===== src/rtl/fwd_hazard_unit.sv =====
// fwd_hazard_unit: operand forwarding selects, hazard stall detection and multicycle-result scoreboard
// Selects and stall are combinational; only the scoreboard and the stall counter hold state.
module fwd_hazard_unit #(
    parameter int RAW      = 5,
    parameter int MD_SLOTS = 2,
    parameter int MD_LW    = 6,
    parameter int CNT_W    = 32
) (
    input  logic             clk,
    input  logic             rst_n,
    input  logic [RAW-1:0]   id_rs,
    input  logic [RAW-1:0]   id_rt,
    input  logic             id_branch,
    input  logic [RAW-1:0]   ex_rs,
    input  logic [RAW-1:0]   ex_rt,
    input  logic [RAW-1:0]   ex_rd,
    input  logic             ex_regwrite,
    input  logic             ex_memread,
    input  logic [RAW-1:0]   mem_rd,
    input  logic             mem_regwrite,
    input  logic             mem_memread,
    input  logic [RAW-1:0]   wb_rd,
    input  logic             wb_regwrite,
    input  logic             md_issue,
    input  logic [RAW-1:0]   md_rd,
    input  logic [MD_LW-1:0] md_lat,
    output logic [1:0]       fwd_a_alu,
    output logic [1:0]       fwd_b_alu,
    output logic [1:0]       fwd_a_eq,
    output logic [1:0]       fwd_b_eq,
    output logic             stall,
    output logic             md_full,
    output logic [CNT_W-1:0] stall_cnt
);
    localparam int IW = MD_SLOTS > 1 ? $clog2(MD_SLOTS) : 1;

    function automatic logic [1:0] fwdSel(input logic [RAW-1:0] src, input logic [RAW-1:0] mRd,
                                          input logic mWr, input logic [RAW-1:0] wRd, input logic wWr);
        return (mWr && mRd != '0 && mRd == src) ? 2'b10 :
               (wWr && wRd != '0 && wRd == src) ? 2'b01 : 2'b00;
    endfunction

    assign fwd_a_alu = fwdSel(ex_rs, mem_rd, mem_regwrite, wb_rd, wb_regwrite);
    assign fwd_b_alu = fwdSel(ex_rt, mem_rd, mem_regwrite, wb_rd, wb_regwrite);
    assign fwd_a_eq  = id_branch ? fwdSel(id_rs, mem_rd, mem_regwrite, wb_rd, wb_regwrite) : 2'b00;
    assign fwd_b_eq  = id_branch ? fwdSel(id_rt, mem_rd, mem_regwrite, wb_rd, wb_regwrite) : 2'b00;

    logic [MD_SLOTS-1:0] slotValid;
    logic [RAW-1:0]      slotRd  [MD_SLOTS];
    logic [MD_LW-1:0]    slotCnt [MD_SLOTS];

    logic [MD_SLOTS-1:0] expiring;
    logic                sbHit, wawHit, freeFound;
    logic [IW-1:0]       wawIdx, freeIdx;

    always_comb begin
        expiring  = '0;
        sbHit     = 1'b0;
        wawHit    = 1'b0;
        freeFound = 1'b0;
        wawIdx    = '0;
        freeIdx   = '0;
        for (int i = 0; i < MD_SLOTS; i++) begin
            expiring[i] = slotValid[i] && slotCnt[i] <= MD_LW'(1);
            sbHit = sbHit | (slotValid[i] && (slotRd[i] == id_rs || slotRd[i] == id_rt));
            if (slotValid[i] && slotRd[i] == md_rd) begin
                wawHit = 1'b1;
                wawIdx = IW'(i);
            end
            if (!freeFound && (!slotValid[i] || expiring[i])) begin
                freeFound = 1'b1;
                freeIdx   = IW'(i);
            end
        end
    end

    logic loadUse, branchEx, branchMem;
    assign loadUse   = ex_memread && ex_rd != '0 && (ex_rd == id_rs || ex_rd == id_rt);
    assign branchEx  = id_branch && ex_regwrite && ex_rd != '0 && (ex_rd == id_rs || ex_rd == id_rt);
    assign branchMem = id_branch && mem_memread && mem_rd != '0 && (mem_rd == id_rs || mem_rd == id_rt);
    // An expiring slot counts as free: its result is in MEM/WB next cycle anyway.
    assign md_full   = &(slotValid & ~expiring);
    assign stall     = loadUse || branchEx || branchMem || sbHit || (md_issue && md_full);

    logic             alloc;
    logic [IW-1:0]    allocIdx;
    logic [MD_LW-1:0] allocLat;
    assign alloc    = md_issue && md_rd != '0 && !stall && (wawHit || freeFound);
    assign allocIdx = wawHit ? wawIdx : freeIdx;
    assign allocLat = md_lat == '0 ? MD_LW'(1) : md_lat;

    always_ff @(posedge clk or negedge rst_n) begin
        if (!rst_n) begin
            slotValid <= '0;
            stall_cnt <= '0;
            for (int i = 0; i < MD_SLOTS; i++) begin
                slotRd[i]  <= '0;
                slotCnt[i] <= '0;
            end
        end else begin
            for (int i = 0; i < MD_SLOTS; i++) begin
                if (alloc && allocIdx == IW'(i)) begin
                    slotValid[i] <= 1'b1;
                    slotRd[i]    <= md_rd;
                    slotCnt[i]   <= allocLat;
                end else if (slotValid[i]) begin
                    slotValid[i] <= !expiring[i];
                    slotCnt[i]   <= slotCnt[i] - MD_LW'(1);
                end
            end
            if (stall && stall_cnt != '1)
                stall_cnt <= stall_cnt + CNT_W'(1);
        end
    end
endmodule


===== config.mk =====
export PLATFORM = sky130hd
export DESIGN_NAME = fwd_hazard_unit
export DESIGN_NICKNAME = d
export VERILOG_FILES = /design/src/rtl/fwd_hazard_unit.sv
export SDC_FILE = /design/constraint.sdc
export NUM_CORES = 1
export LEC_CHECK = 0
export ABC_AREA = 1
export CAP_MARGIN = 40
export CORE_ASPECT_RATIO = 0.8
export CORE_MARGIN = 2
export CORE_UTILIZATION = 53
export CTS_CLUSTER_DIAMETER = 80
export DETAILED_ROUTE_END_ITERATION = 8
export PLACE_DENSITY = 0.88
export SYNTH_ARGS = -nofsm -noshare
export SYNTH_HDL_FRONTEND = slang
export SYNTH_SLANG_ARGS = --single-unit

===== constraint.sdc =====
create_clock -name clk -period 2.15 [get_ports clk]
set_input_delay 0.43 -clock clk [delete_from_list [all_inputs] [get_ports clk]]
set_output_delay 0.43 -clock clk [all_outputs]
set_load 0.01 [all_outputs]

Word level (Yosys, flattened, before mapping)
Cells that the tools add are included.
Storage, ports and cells
  bits of input ports: 55
  logic and storage cells: 115
  bits in registers: 56
Operators by class
  reductions and logical operators: 57
  equality and inequality tests: 17
  bitwise logic cells: 4
  add/sub/neg operators: 3
  $lt $le $gt $ge: 2
  mux-type cells: 26
Operators with widths (number)
  $eq A5 B5 Y1: 16
  $add A32 B1 Y32 const B: 1
  $logic_and A1 B1 Y1: 32
  $ne A32 B32 Y1 const B: 1
  $mux W6: 5
  $reduce_bool A5 Y1: 4
  $mux W1: 15
  $le A6 B1 Y1 const B: 2
  $mux W2: 6
  $sub A6 B1 Y6 const B: 2
  $logic_or A1 B1 Y1: 11
  $logic_not A1 Y1: 6
  $logic_not A6 Y1: 1
  $reduce_bool A2 Y1: 2
  $and A2 B2 Y2: 1
  $not A2 Y2: 1
  $reduce_and A2 Y1: 1
  $not A1 Y1: 1
  $or A1 B1 Y1: 1

Longest topological paths before layout
Gate-level depths: netlist of the first run.
  depth after elaboration: 12
  depth in mapped cells: 16
  mapped depth without buffers: 14

Worst setup path before layout of the first run
No wires, ideal clock.
  kind: register to output
  from: reg slotCnt[6] (netlist name)
  to: out stall
  path buffers: 1
  stages on the path, launching flop included: 11
  data arrival time: 1646 ps
  setup slack: 74 ps
  required time: 1720 ps
  path through: dfrtp_1 > inv_1 > ha_1 > o211ai_1 > nand2_2 > nor2_2 > nand2_2 > nand2_2 > nor2_4 > nand2_8 > buf_2
Between the ends
  cells in the longest elaborated chain, start to end: 7
RTL lines
  from (decl): line 50  | logic [MD_LW-1:0] slotCnt [MD_SLOTS];
  from (signal, indexed assignment): line 105  | slotCnt[i] <= allocLat;
  from (signal, indexed assignment): line 108  | slotCnt[i] <= slotCnt[i] - MD_LW'(1);
  $le A6 B1 Y1: line 64  | expiring[i] = slotValid[i] && slotCnt[i] <= MD_LW'(1);
  $logic_and A1 B1 Y1: line 64
  $not A2 Y2: line 82  | assign md_full = &(slotValid & ~expiring);
  $and A2 B2 Y2: line 82
  $reduce_and A2 Y1: line 82
  named net md_full: line 32  | output logic md_full,
  $logic_and A1 B1 Y1: line 83  | assign stall = loadUse || branchEx || branchMem || sbHit || (md_issue && md_full);
  $logic_or A1 B1 Y1: line 83
  to (decl): line 31  | output logic stall,
The timed path passes the listed nets, and every way through them passes these cells.

Worst setup path after layout of the first run
  from: reg slotCnt[0] (netlist name)
  to: out stall
Between the ends
  cells in the longest elaborated chain, start to end: 7
RTL lines (line)
  $le A6 B1 Y1: 64
  $logic_and A1 B1 Y1: 64
  $not A2 Y2: 82
  $and A2 B2 Y2: 82
  $reduce_and A2 Y1: 82
  $logic_and A1 B1 Y1: 83
  $logic_or A1 B1 Y1: 83
Every way passes these cells.

==> qor.yml, run 1 <==
clock_network:
  h-tree-depth: 2
  clk_path_buf_depth: 2
  cts_sinks: 56
  cts_tree: "built"
  clockRootBuffer: "clkbuf_16"
  clkTransAtPathRegs_ps: 80
  cts_inserted_buffers: 5
  cts_hold_buf: 0
  clk_latency_ps: 300
setup_path:
  crit_chain: "inv_2, ha_4, o211ai_1, nand2_1, nor2_4, nand2_2, nand2_2, nor2_4, nand2_8, buf_6"
  slowest_delay_ps: 400
  endpoint_kind: "output port"
  r2r_slack_ps: -120
  path_class: "reg2out"
  startpoint_type: "flip-flop"
  worstPathRequired_ps: 1720
  cp.arrival_ps: 1860
  crit_slowest_cell: "dfrtp_1"
  critical_path_peak_fanout: 3
routing:
  firstDrtPassIters: 5
  vias: 5577
  route.detailed.drc: 0
  via_per_inst: 5.54
  drtIter0Drc: 658
  routed_wl_um: 16600
  drtAntennaViolNets: 0
  wire_per_inst_um: 16.5
placed_design:
  port_buffers: 96
  place_hpwl_um: 11800
  post-place-ws_ps: -717
  placed_cell_area_um2: 6360
  routabilityCongestion: 0.993
floorplanning:
  rows: 30
  start_util: 0.553
  dieHeight_um: 88.9
  ioPinCount: 97
  die_w_um: 110
  coreArea_um2: 8630
  dieArea_um2: 9790
logic_synthesis:
  synth-seq-cells: 56
  yosysTopAreaCellShare: 0.293
  syn-num-nets: 767
  synthFlopType: "dfrtp_1"
  synth.area.top_cells: "dfrtp_1 (29%), nand2_1 (17%), nand3_1 (6.9%)"
  synth_area_per_cell_um2: 6.76
  async_flop_share: 1.00
  synth.distinct_cells: 40
  ys_seq_area_frac: 0.293
  synth-edff-count: 0
  netlist_instances: 707
  yosys_warnings: 0
  syn_area_um2: 4780
  yosysTopAreaCell: "dfrtp_1"
grt:
  first_global_vias: 5316
  antenna_found_initial: 0
  grtUsageTotal: 0.327
  grt_pass1_wl_um: 25100
  grt_overflow: 0
  grt_max_degree: 32
finish:
  syn2layout_area_growth_pct: 44.7
  final_util: 0.801
  mostFrequentLayoutCells: "nand2_1 (219), buf_4 (93), nor2_1 (77), nand3_1 (63), inv_1 (55)"
  fill_cells: 549
  drive_gt1_frac: 0.234
  fin_area_um2: 6910
  nets: 953
  final_common_cell: "nand2_1"
power:
  power_mw: 6.63
  switchingPower_mw: 2.85
  p_seq_frac: 0.259
  power_density_nw_per_um2: 959
  power.clock.fraction: 0.145
  switching_share: 0.430
  p_comb_frac: 0.596
  p_int_mw: 3.78
  p_leak_nw: 3.38
  irDropWorstVdd_mv: 0.710
sta:
  worst-slew-pin-transition_ps: 735
  skew_ps: 8.36
  fin_crit_ps: 2290
  rsz0062_at_grt: "yes"
  fin_crit_sh: 1.07
  max_slew_margin: 0.510
  timing.fmax_ghz: 0.436
  slew_viol_final: 0
  finalHoldViolCount: 0
  setup_ws_ps: -144
  setup_viol: 12
  holdWs_ps: 184
run_status:
  status: "finished with violations"
  violations: "setup timing"
hold_path:
  min-delay-path-class: "in2async"
run:
  cap_viol_max_count: 0
==> registers in the layout, summed over array words and instances, names as in the netlist <==
signal / count
stall_cnt: 32
slotCnt: 12
slotRd: 10
slotValid: 2
==> cell type report <==
class                           count  area [µm²]  share of cell area
Clock buffer                        6         129              0.0186
Clock inverter                      2        38.8             0.00561
Timing Repair Buffer              201        1770               0.256
Sequential cell                    56        1400               0.203
Inverter                           74         280              0.0405
Multi-Input combinational cell    555        3150               0.455
Tap cell                          112         140              0.0203
Antenna cell                        1        2.50            0.000362
==> final timing paths <==
path / from / cells after the start / to
max in group asynchronous: rst_n / 2 / stall_cnt[13]$_DFFE_PN0P_
min reg2reg: stall_cnt[31]$_DFFE_PN0P_ / 2 / stall_cnt[31]$_DFFE_PN0P_
min in group clk: stall_cnt[31]$_DFFE_PN0P_ / 2 / stall_cnt[31]$_DFFE_PN0P_
max: slotCnt[0]$_DFFE_PN0P_ / 10 / stall
max reg2reg: slotCnt[0]$_DFFE_PN0P_ / 13 / stall_cnt[4]$_DFFE_PN0P_
min: rst_n / 1 / slotCnt[7]$_DFFE_PN0P_
==> metal layers <==
layer / wire, µm / global-route usage / part of all wire
met1: 6510 / 0.435 / 0.39
met2: 7830 / 0.529 / 0.47
met3: 1740 / 0.0780 / 0.10
met4: 486 / 0.109 / 0.029
met5: 0 / 0 / 0
==> power by group through the flow <==
stage               Clock (mW)  Combinational, mW  Sequential, mW
finish                   0.963               3.95            1.72
global route              1.01               4.30            1.76
CTS                      0.964               3.42            1.68
detailed placement           0               3.23            1.69
global placement             0               3.09            1.67
floorplan                    0               1.98            1.66
==> synthesized netlist by cell type (2+ instances only) <==
cell,n
buf_6,9
nand3_1,66
nor4_1,9
nand3_2,2
nand4_1,16
o22ai_1,3
nor2_1,78
ha_1,5
nor2_2,2
nor3_1,20
nor2_4,2
a21oi_2,2
o21ai_2,8
o211ai_1,2
nor3_2,2
nand2_1,221
clkbuf_1,3
dfrtp_1,56
inv_1,61
buf_2,8
a21oi_1,8
nand2_2,5
xor2_1,36
o21ai_1,14
xnor2_1,35
inv_2,11
o21ai_0,8
nand4_4,2
buf_4,2
==> worst max-delay path, delay by kind of cell, from the launching register on <==
family                   cells  cell delay [ps]
AO/OA/AOI/OAI                1              230
AND/OR/NAND/NOR              6              600
flip-flops                   1              400
adder cells (fa/ha/maj)      1              160
buffers and inverters        2              180
==> through the flow <==
stage | std cells | TNS (ps)
floorplan | 707 | 0
global route | 1006 | -4880
CTS | 995 | -106
global placement | 975 | -22370
finish | 1007 | -772
detailed placement | 975 | -28210
==> repair_timing <==
| action | 4_1_cts | 5_1_grt |
|---|---|---|
| gates cloned | 0 | 3 |
| setup endpoints to repair | 63 | 64 |
| resized for setup | 103 | 56 |
| pin swaps | 17 | 23 |
| setup buffers | 12 | 12 |
==> kinds of logic (layout without fill, tap and decap cells) <==
logic type / after synthesis / after routing / share of synthesized area
AOI/OAI and AO/OA: 48 / 48 / 0.0621
xor gates and xnor gates: 71 / 71 / 0.130
adders and majority gates: 5 / 5 / 0.0131
buffers and inverters: 96 / 283 / 0.0938
DFF: 56 / 56 / 0.293
other: 0 / 1 / 0
and+or+nand+nor: 431 / 431 / 0.408
No activity file was read; power rests on OpenSTA's default activity.
==> inputs of run 2 (changes only) <==
--- a/config.mk
+++ b/config.mk
@@ -7,7 +7,7 @@
 export LEC_CHECK = 0
 export ABC_AREA = 1
 export CAP_MARGIN = 40
-export CORE_ASPECT_RATIO = 0.8
+export CORE_ASPECT_RATIO = 2
 export CORE_MARGIN = 2
 export CORE_UTILIZATION = 53
 export CTS_CLUSTER_DIAMETER = 80
==> run 2 against run 1 <==
Net effect:
- the run still ends with setup timing left
- non-clock buffer count up 27
- sequential share of layout area down 2.0 points
- sequential power about the same
- sequential cell count unchanged
- fmax down 4.8%
- register-to-register slack worse by 80 ps
- cell area up 11%
- wire length up 39%
- first-iteration DRC count down 16%
- power up 21%
- critical path type unchanged
- largest cell class unchanged
==> qor.yml, run 2 (synthesis results as in run 1) <==
setup_path:
  crit_slowest_cell: "dfrtp_1"  # unchanged
  slowest_delay_ps: 410  # was 400 ps
  path_class: "reg2out"  # unchanged
  critical_path_peak_fanout: 3  # unchanged
  crit_top_cell: "nand2_2"
  crit_chain: "inv_2, ha_4, o211ai_1, nand2_2, nor2_4, nand2_2, nand2_2, nor2_4, nand2_8, buf_6"  # was inv_2, ha_4, o211ai_1, nand2_1, nor2_4, nand2_2, nand2_2, nor2_4, nand2_8, buf_6
  cp.arrival_ps: 1980  # was 1860 ps
  startpoint_type: "flip-flop"  # unchanged
  worstPathRequired_ps: 1720  # about the same
  endpoint_kind: "output port"  # unchanged
finish:
  drive_gt1_frac: 0.346  # was 0.234
  final_common_cell: "nand2_1"  # unchanged
  top_regs: "stall_cnt (32), slotCnt (12), slotRd (10)"  # unchanged
  syn2layout_area_growth_pct: 60.5  # was 44.7%
  fill_cells: 513  # was 549
  nets: 980  # was 953
  diodes: 0  # was 1
  mostFrequentLayoutCells: "nand2_1 (172), buf_4 (109), nor2_1 (68), dfrtp_1 (55), inv_1 (54)"  # was nand2_1 (219), buf_4 (93), nor2_1 (77), nand3_1 (63), inv_1 (55)
  largest_register_ffs: 32  # unchanged
  registers.top_by_ff_count: "stall_cnt"  # unchanged
sta:
  setup_ws_ps: -259  # was -144 ps
  holdWs_ps: 109  # was 184 ps
  finalHoldViolCount: 0  # unchanged
  setup_viol: 59  # was 12
  worst-slew-pin-transition_ps: 518  # was 735 ps
  slew_viol_final: 0  # unchanged
  fin_crit_ps: 2410  # was 2290 ps
  fin_crit_sh: 1.12  # was 1.07
  skew_ps: 6.21  # was 8.36 ps
  max_slew_margin: 0.652  # was 0.510
  timing.fmax_ghz: 0.415  # was 0.436 GHz
  final.setup.tns_ps: -6230  # was -772 ps
  rsz0062_at_grt: "yes"  # unchanged
power:
  irDropWorstVdd_mv: 0.917  # was 0.710 mV
  power_density_nw_per_um2: 1050  # was 959 nW/µm²
  p_leak_nw: 3.75  # was 3.38 nW
grt:
  grt_overflow: 0  # unchanged
  grt_max_degree: 57  # was 32
  antenna_found_initial: 0  # unchanged
  grtUsageTotal: 0.414  # was 0.327
  grt_pass1_wl_um: 30700  # was 25,100 µm
  first_global_vias: 6095  # was 5,316
clock_network:
  cts_hold_buf: 0  # unchanged
  clkTransAtPathRegs_ps: 70  # was 80 ps
  clk_latency_ps: 300  # about the same
  h-tree-depth: 2  # unchanged
  clk_path_buf_depth: 2  # unchanged
  cts_inserted_buffers: 5  # unchanged
  cts_sinks: 56  # unchanged
  cts_tree: "built"  # unchanged
  clockRootBuffer: "clkbuf_16"  # unchanged
placed_design:
  port_buffers: 96  # unchanged
  place_hpwl_um: 15100  # was 11,800 µm
  routabilityCongestion: 1.05  # was 0.993
routing:
  via_per_inst: 6.11  # was 5.54
  firstDrtPassIters: 5  # unchanged
  wire_per_inst_um: 22.6  # was 16.5 µm
  vias: 6246  # was 5,577
  routed_wl_um: 23100  # was 16,600 µm
  drtIter0Drc: 551  # was 658
  route.detailed.drc: 0  # unchanged
  drtAntennaViolNets: 0  # unchanged
run_status:
  status: "finished with violations"  # unchanged
  violations: "setup timing"  # unchanged
floorplanning:
  dieArea_um2: 9830  # was 9790 µm²
  coreArea_um2: 8890  # was 8630 µm²
  dieHeight_um: 138  # was 88.9 µm
  ioPinCount: 97  # unchanged
  start_util: 0.537  # was 0.553
  die_w_um: 71.1  # was 110 µm
  rows: 49  # was 30
run:
  cap_viol_max_count: 0  # unchanged
hold_path:
  min-delay-path-class: "in2async"  # unchanged
-- run 2: cell types whose count changed in the layout (fill, tap and decap cells not counted), moves of 7 or more --
cell,delta
nand2_1,-47
nand2_2,+28
nand2_4,+18
nand3_1,-18
buf_4,+16
nand3_2,+13
o21ai_2,+10
nor2_1,-9
o21ai_1,-7
-- run 2: stage by stage --
stage                     cells  instance area [µm²]  power [mW]  worst slack (ps)   util
after global placement      991                 6550        5.03              -806  0.737
after floorplan             707                 4780        3.65              74.4      -
after CTS                  1010                 7000        6.43              -177  0.788
after global routing       1023                 7670        8.39              -277  0.863
final                      1023                 7670        8.05              -259  0.863
after detailed placement    991                 6550        5.18              -798  0.737
-- run 2: final timing paths --
path / endpoint / start / cells past startpoint / slack [ps]
worst max-delay path: stall / slotCnt[6]$_DFFE_PN0P_ / 10 / -260
worst min-delay path: stall_cnt[10]$_DFFE_PN0P_ / rst_n / 2 / 110
worst max register to register: stall_cnt[18]$_DFFE_PN0P_ / slotCnt[6]$_DFFE_PN0P_ / 15 / -200
worst min register to register: stall_cnt[5]$_DFFE_PN0P_ / stall_cnt[5]$_DFFE_PN0P_ / 1 / 530
max in group asynchronous: slotCnt[0]$_DFFE_PN0P_ / rst_n / 2 / 1730
min in group clk: stall_cnt[5]$_DFFE_PN0P_ / stall_cnt[5]$_DFFE_PN0P_ / 1 / 530
-- run 2: where the power goes --
part	total (mW)	switching (mW)	internal [mW]
clock network	0.845	0.378	0.467
registers	1.69	0.335	1.36
logic	5.52	2.97	2.55
-- run 2: worst max-delay path: cells and delay by family, from the launching register on --
kind	cells	cell delay, ps
buffers and inverters	2	170
AO/OA/AOI/OAI	1	330
adder cells (fa/ha/maj)	1	150
flip-flops	1	410
AND/OR/NAND/NOR	6	610
-- run 2: routing by layer --
layer,part of all wire,wire (µm),track usage
met5,0,0,0
met4,0.14,3130,0.388
met3,0.078,1790,0.0722
met2,0.51,11700,0.770
met1,0.28,6440,0.344
-- run 2: what timing repair did --
action                                  in CTS  in global routing
cloned                                       4                  5
pin swaps                                   30                 42
endpoints found under the setup margin      65                 66
setup buffers                                7                 11
gates resized for setup                    126                158
-- run 2: cell type report --
class | instances | area [µm²] | area share
flip-flops and latches | 56 | 1400 | 0.183
multi-input cells | 555 | 3580 | 0.467
inverters | 74 | 280 | 0.0365
clock buffers | 8 | 146 | 0.0191
repair buffers | 228 | 2130 | 0.278
well taps | 102 | 128 | 0.0166
